<file path="config.mk">
export PLATFORM = sky130hd
export DESIGN_NAME = if_pc_fetch
export DESIGN_NICKNAME = d
export VERILOG_FILES = /design/src/rtl/if_pc_fetch.sv
export SDC_FILE = /design/constraint.sdc
export NUM_CORES = 1
export LEC_CHECK = 0
export CORE_ASPECT_RATIO = 2
export CORE_MARGIN = 2
export CORE_UTILIZATION = 47
export CTS_CLUSTER_DIAMETER = 60
export DETAILED_ROUTE_END_ITERATION = 7
export GPL_TIMING_DRIVEN = 0
export MAX_ROUTING_LAYER = met4
export PLACE_DENSITY = 0.79
export SLEW_MARGIN = 25
export SYNTH_ARGS = -nofsm -noshare
export SYNTH_HDL_FRONTEND = slang
export SYNTH_SLANG_ARGS = --single-unit
</file>
<file path="constraint.sdc">
create_clock -name clk -period 2.7 [get_ports clk]
set_input_delay 0.405 -clock clk [delete_from_list [all_inputs] [get_ports clk]]
set_output_delay 0.405 -clock clk [all_outputs]
set_load 0.1 [all_outputs]
</file>
<file path="src/rtl/if_pc_fetch.sv">
// Fetch PC register and IF-stage front end: next-PC select, stall/flush handling, IF/ID outputs.
// Optional misaligned-redirect trap enabled by defining PC_ALIGN_CHECK_EN.
module if_pc_fetch #(
    parameter logic [31:0] RESET_PC = 32'h0000_0000
) (
    input  logic        clk,
    input  logic        rst_n,
    input  logic        stall,
    input  logic        br_taken,
    input  logic [31:0] br_target,
    input  logic        jmp_taken,
    input  logic [31:0] jmp_target,
    input  logic [31:0] pc_plus4_in,
    output logic [31:0] pc_out,
    output logic        imem_req,
    input  logic        imem_ready,
    input  logic [31:0] imem_rdata,
    output logic [31:0] if_pc,
    output logic [31:0] if_instr,
`ifdef PC_ALIGN_CHECK_EN
    output logic        pc_misalign,
`endif
    output logic        if_valid
);

    typedef enum logic [1:0] {
        BOOT  = 2'd0,
        FETCH = 2'd1,
        HOLD  = 2'd2
    } state_e;

    state_e      state_q;
    logic [31:0] pc_q;
    logic [31:0] if_pc_q;
    logic [31:0] if_instr_q;
    logic        if_valid_q;
    logic [31:0] skid_pc_q;
    logic [31:0] skid_instr_q;

    logic        redir_d;
    logic [31:0] redir_tgt_d;
    logic [31:0] redir_pc_d;
    logic        valid_ok_d;

    // Branch wins over jump; the low two target bits never reach the PC.
    assign redir_d     = br_taken | jmp_taken;
    assign redir_tgt_d = br_taken ? br_target : jmp_target;
    assign redir_pc_d  = {redir_tgt_d[31:2], 2'b00};

`ifdef PC_ALIGN_CHECK_EN
    logic misalign_q;
    logic misalign_set_d;

    assign misalign_set_d = redir_d & (|redir_tgt_d[1:0]);
    assign valid_ok_d     = ~misalign_q;
    assign pc_misalign    = misalign_q;

    always_ff @(posedge clk or negedge rst_n) begin
        if (!rst_n) begin
            misalign_q <= 1'b0;
        end else if (misalign_set_d) begin
            misalign_q <= 1'b1;
        end
    end
`else
    logic unused_tgt_lsb;

    assign unused_tgt_lsb = |redir_tgt_d[1:0];
    assign valid_ok_d     = 1'b1;
`endif

    assign pc_out   = pc_q;
    assign imem_req = (state_q == FETCH);
    assign if_pc    = if_pc_q;
    assign if_instr = if_instr_q;
    assign if_valid = if_valid_q;

    always_ff @(posedge clk or negedge rst_n) begin
        if (!rst_n) begin
            state_q      <= BOOT;
            pc_q         <= RESET_PC;
            if_pc_q      <= '0;
            if_instr_q   <= '0;
            if_valid_q   <= 1'b0;
            skid_pc_q    <= '0;
            skid_instr_q <= '0;
        end else if (redir_d) begin
            // Flush: in-flight data and any skid word are simply never consumed.
            pc_q       <= redir_pc_d;
            if_valid_q <= 1'b0;
            state_q    <= FETCH;
        end else begin
            case (state_q)
                BOOT: begin
                    state_q <= FETCH;
                end
                FETCH: begin
                    if (imem_ready && !stall) begin
                        if_instr_q <= imem_rdata;
                        if_pc_q    <= pc_q;
                        if_valid_q <= valid_ok_d;
                        pc_q       <= pc_plus4_in;
                    end else if (imem_ready) begin
                        skid_instr_q <= imem_rdata;
                        skid_pc_q    <= pc_q;
                        state_q      <= HOLD;
                    end else if (!stall) begin
                        if_valid_q <= 1'b0;
                    end
                end
                HOLD: begin
                    // PC was frozen on entry, so the adder still holds skid_pc + 4.
                    if (!stall) begin
                        if_instr_q <= skid_instr_q;
                        if_pc_q    <= skid_pc_q;
                        if_valid_q <= valid_ok_d;
                        pc_q       <= pc_plus4_in;
                        state_q    <= FETCH;
                    end
                end
                default: begin
                    state_q <= BOOT;
                end
            endcase
        end
    end

endmodule

</file>
==> results.cfg, run 1 <==
[finish]
final_nets = 915
multi_input_area_um2 = 3240
post-route-util = 0.676
area_delta_synth_final_pct = 41.3
num-fill-cells = 1150
final_cells = 995
mostFrequentLayoutCells = 222 x clkdlybuf4s50_1, 220 x mux2_2, 163 x dfrtp_1
drive_gt1_frac = 0.353
layout_commonest_cell = clkdlybuf4s50_1
regArea_um2 = 4080

[floorplanning]
die_area_um2 = 17100
die_width_um = 93.4
initial_core_util = 0.478
core_area_um2 = 15700
rows = 65
ios = 232
die_height_um = 183

[synthesis]
syn_inst = 536
synth.ff_latch_count = 163
yosysWarnings = 0
synth_seq_area_share = 0.543
synth_nets = 670
ys_top_cells_by_area = dfrtp_1 54%, mux2_2 33%, mux2i_1 4.0%
syn_area_um2 = 7510
syn_area_per_cell_um2 = 14.0
synth_top_area_share = 0.543
synth_largest_area_cell = dfrtp_1
ys_types = 25

[worst_setup_path]
path_delay_family = buffers and inverters
worstPathCellList = clkdlybuf4s50_1
path_buf_inv = 1
rr_endpoint = if_pc[0]
cp-start-kind = flop
cp_slowest_cell = clkdlybuf4s50_1
r2r_setup_slack_ns = 0.36
path_class = reg -> out
cp.required_ns = 2.30
path_max_fanout = 4
critPathMaxStageDelay_ns = 1.17
cp-end-kind = primary output
r2r-start = state_q[1]
worstPathArrival_ns = 2.02
reg2reg_depth = 6

[pwr]
switching_share = 0.432
p_leak_uw = 0.00452
power_density_nw_per_um2 = 903
seq_power_share = 0.345
intPower_uw = 5440
p_switching_uw = 4140
clkPwrFrac = 0.236
comb_power_share = 0.419
max-vdd-ir-drop_v = 0.000678

[drt]
vias = 5196
drt-total-wl_um = 18700
drc_errors = 0
wl_per_cell_um = 18.8
dr.pass1.iters = 6
avgViaCountPerCell = 5.22
drtIter0Drc = 138
drtAntennaViolNets = 0

[clock_tree]
clock_sinks = 163
cts_tree = yes
clk_latency_ns = 0.42
numCtsBuffers = 17
htreeDepth = 4
clockBufferDepth = 2
clk_pin_slew_ns = 0.06
root_buffer = clkbuf_16

[min_path]
whs_path_depth = 3
whs_endpoint = state_q[1]
min_from = stall
hp-class = in -> reg

[timing]
period_share = 0.897
tightest_slew_ns = 1.05
finalCriticalPeriod_ns = 2.42
final_hold_viol_count = 0
skew_ns = 0.0103
finalSetupViolCount = 0
setup_slack_ns = 0.279
grt_setup_unrepaired = no
max_freq_mhz = 413
whs_ns = 0.441
relSlewSlack = 0.300
drv_slew = 0

[grt]
antenna_found_initial = 1
grt_start_max_net_pins = 94
overflow = 0
grt_pass1_vias = 5688
grt_pass1_wl_um = 29000
gr-usage-all-layers = 0.228

[place]
port_buffers = 224
dpl.hpwl_um = 14100
dp.cells = 962
gp_congestion = 0.843
place_ws_ns = 0.165

[outcome]
status = completed

[run]
drv_cap = 0
[power by group through the flow]
stage / combinational, µW / clock (µW) / sequential [µW]
after CTS: 4050 / 2300 / 3300
after global placement: 3980 / 0 / 3300
after global routing: 4140 / 2420 / 3360
after detailed placement: 4040 / 0 / 3340
after floorplan: 683 / 0 / 5530
final: 4010 / 2260 / 3300
[final cells by class]
cell class	instances	share of cell area
well taps	201	0.0237
flip-flops and latches	163	0.385
repair buffers	226	0.216
plain buffers	37	0.0172
diodes	1	0.000236
clock inverters	13	0.0118
inverters	2	0.000708
multi-input cells	334	0.306
clock buffers	18	0.0405
[through the flow]
step | cell area, µm² | total power [µW] | setup TNS (ns)
detailed placement | 10000 | 7380 | 0
global route | 10600 | 9930 | 0
floorplan | 7510 | 6220 | 0
global placement | 10000 | 7280 | -831.67
CTS | 10600 | 9650 | 0
finish | 10600 | 9580 | 0
[sequential cells by signal, indices dropped and copies added (netlist names)]
signal,flops
if_pc,32
state_q,2
skid_pc_q,32
skid_instr_q,32
if_instr,32
if_valid,1
pc_out,32
[how the worst max path moves through the flow]
| stage | cells past startpoint | slack (ns) | end | start |
|---|---|---|---|---|
| after floorplan | 5 | 0.32 | skid_pc_q[0] | state_q[0] |
| after global placement | 1 | -5.12 | if_pc[9] | rst_n |
| after detailed placement | 6 | 0.17 | skid_pc_q[1] | jmp_taken |
| after CTS | 2 | 0.01 | imem_req | state_q[0] |
| after global routing | 6 | 0.21 | if_pc[0] | state_q[1] |
| final | 1 | 0.28 | pc_out[13] | pc_out[13] |
[per-layer routing]
metal  routed length [µm]  up-vias  share of wire  global-route usage
met2                10400      151           0.56               0.412
met4                  743        0          0.040               0.103
met3                  707       38          0.038              0.0415
met1                 6830     2600           0.37               0.237
met5                    0        -              0                   -
li1                     -     2407              -                   -
[what timing repair did]
action / in CTS / in global routing
setup endpoints to repair: 0 / 1
hold endpoints to repair: 70 / 0
setup buffers: 0 / 0
hold buffers: 1 / 0
resized for setup: 0 / 1
[cells in the mapped netlist, drive strengths merged]
library cell,number
mux2,222
dfrtp,163
nand2,32
o21ai,31
mux2i,30
buf,26
clkbuf,11
nor2,3
nor2b,3
inv,2
o2bb2ai,2
a2111oi,1
a21o,1
a22o,1
nand2b,1
nand3,1
nand3b,1
nand4,1
nand4bb,1
nor3,1
o211a,1
o211ai,1
[logic make-up (layout without fill, tap and decap cells)]
logic type,count (synthesis),after routing,share of synthesized area
buf+inv,39,296,0.0253
other cells,0,1,0
simple gates,44,44,0.0272
compound gates,38,38,0.0312
mux,252,252,0.373
flops,163,163,0.543
No activity file was read; power rests on OpenSTA's default activity.
==> run 2, diff against run 1 <==
- SKIP_LAST_GASP: not set -> 1
==> results of run 2 <==
No change in the layout: final DEF, timing and power equal those of run 1.
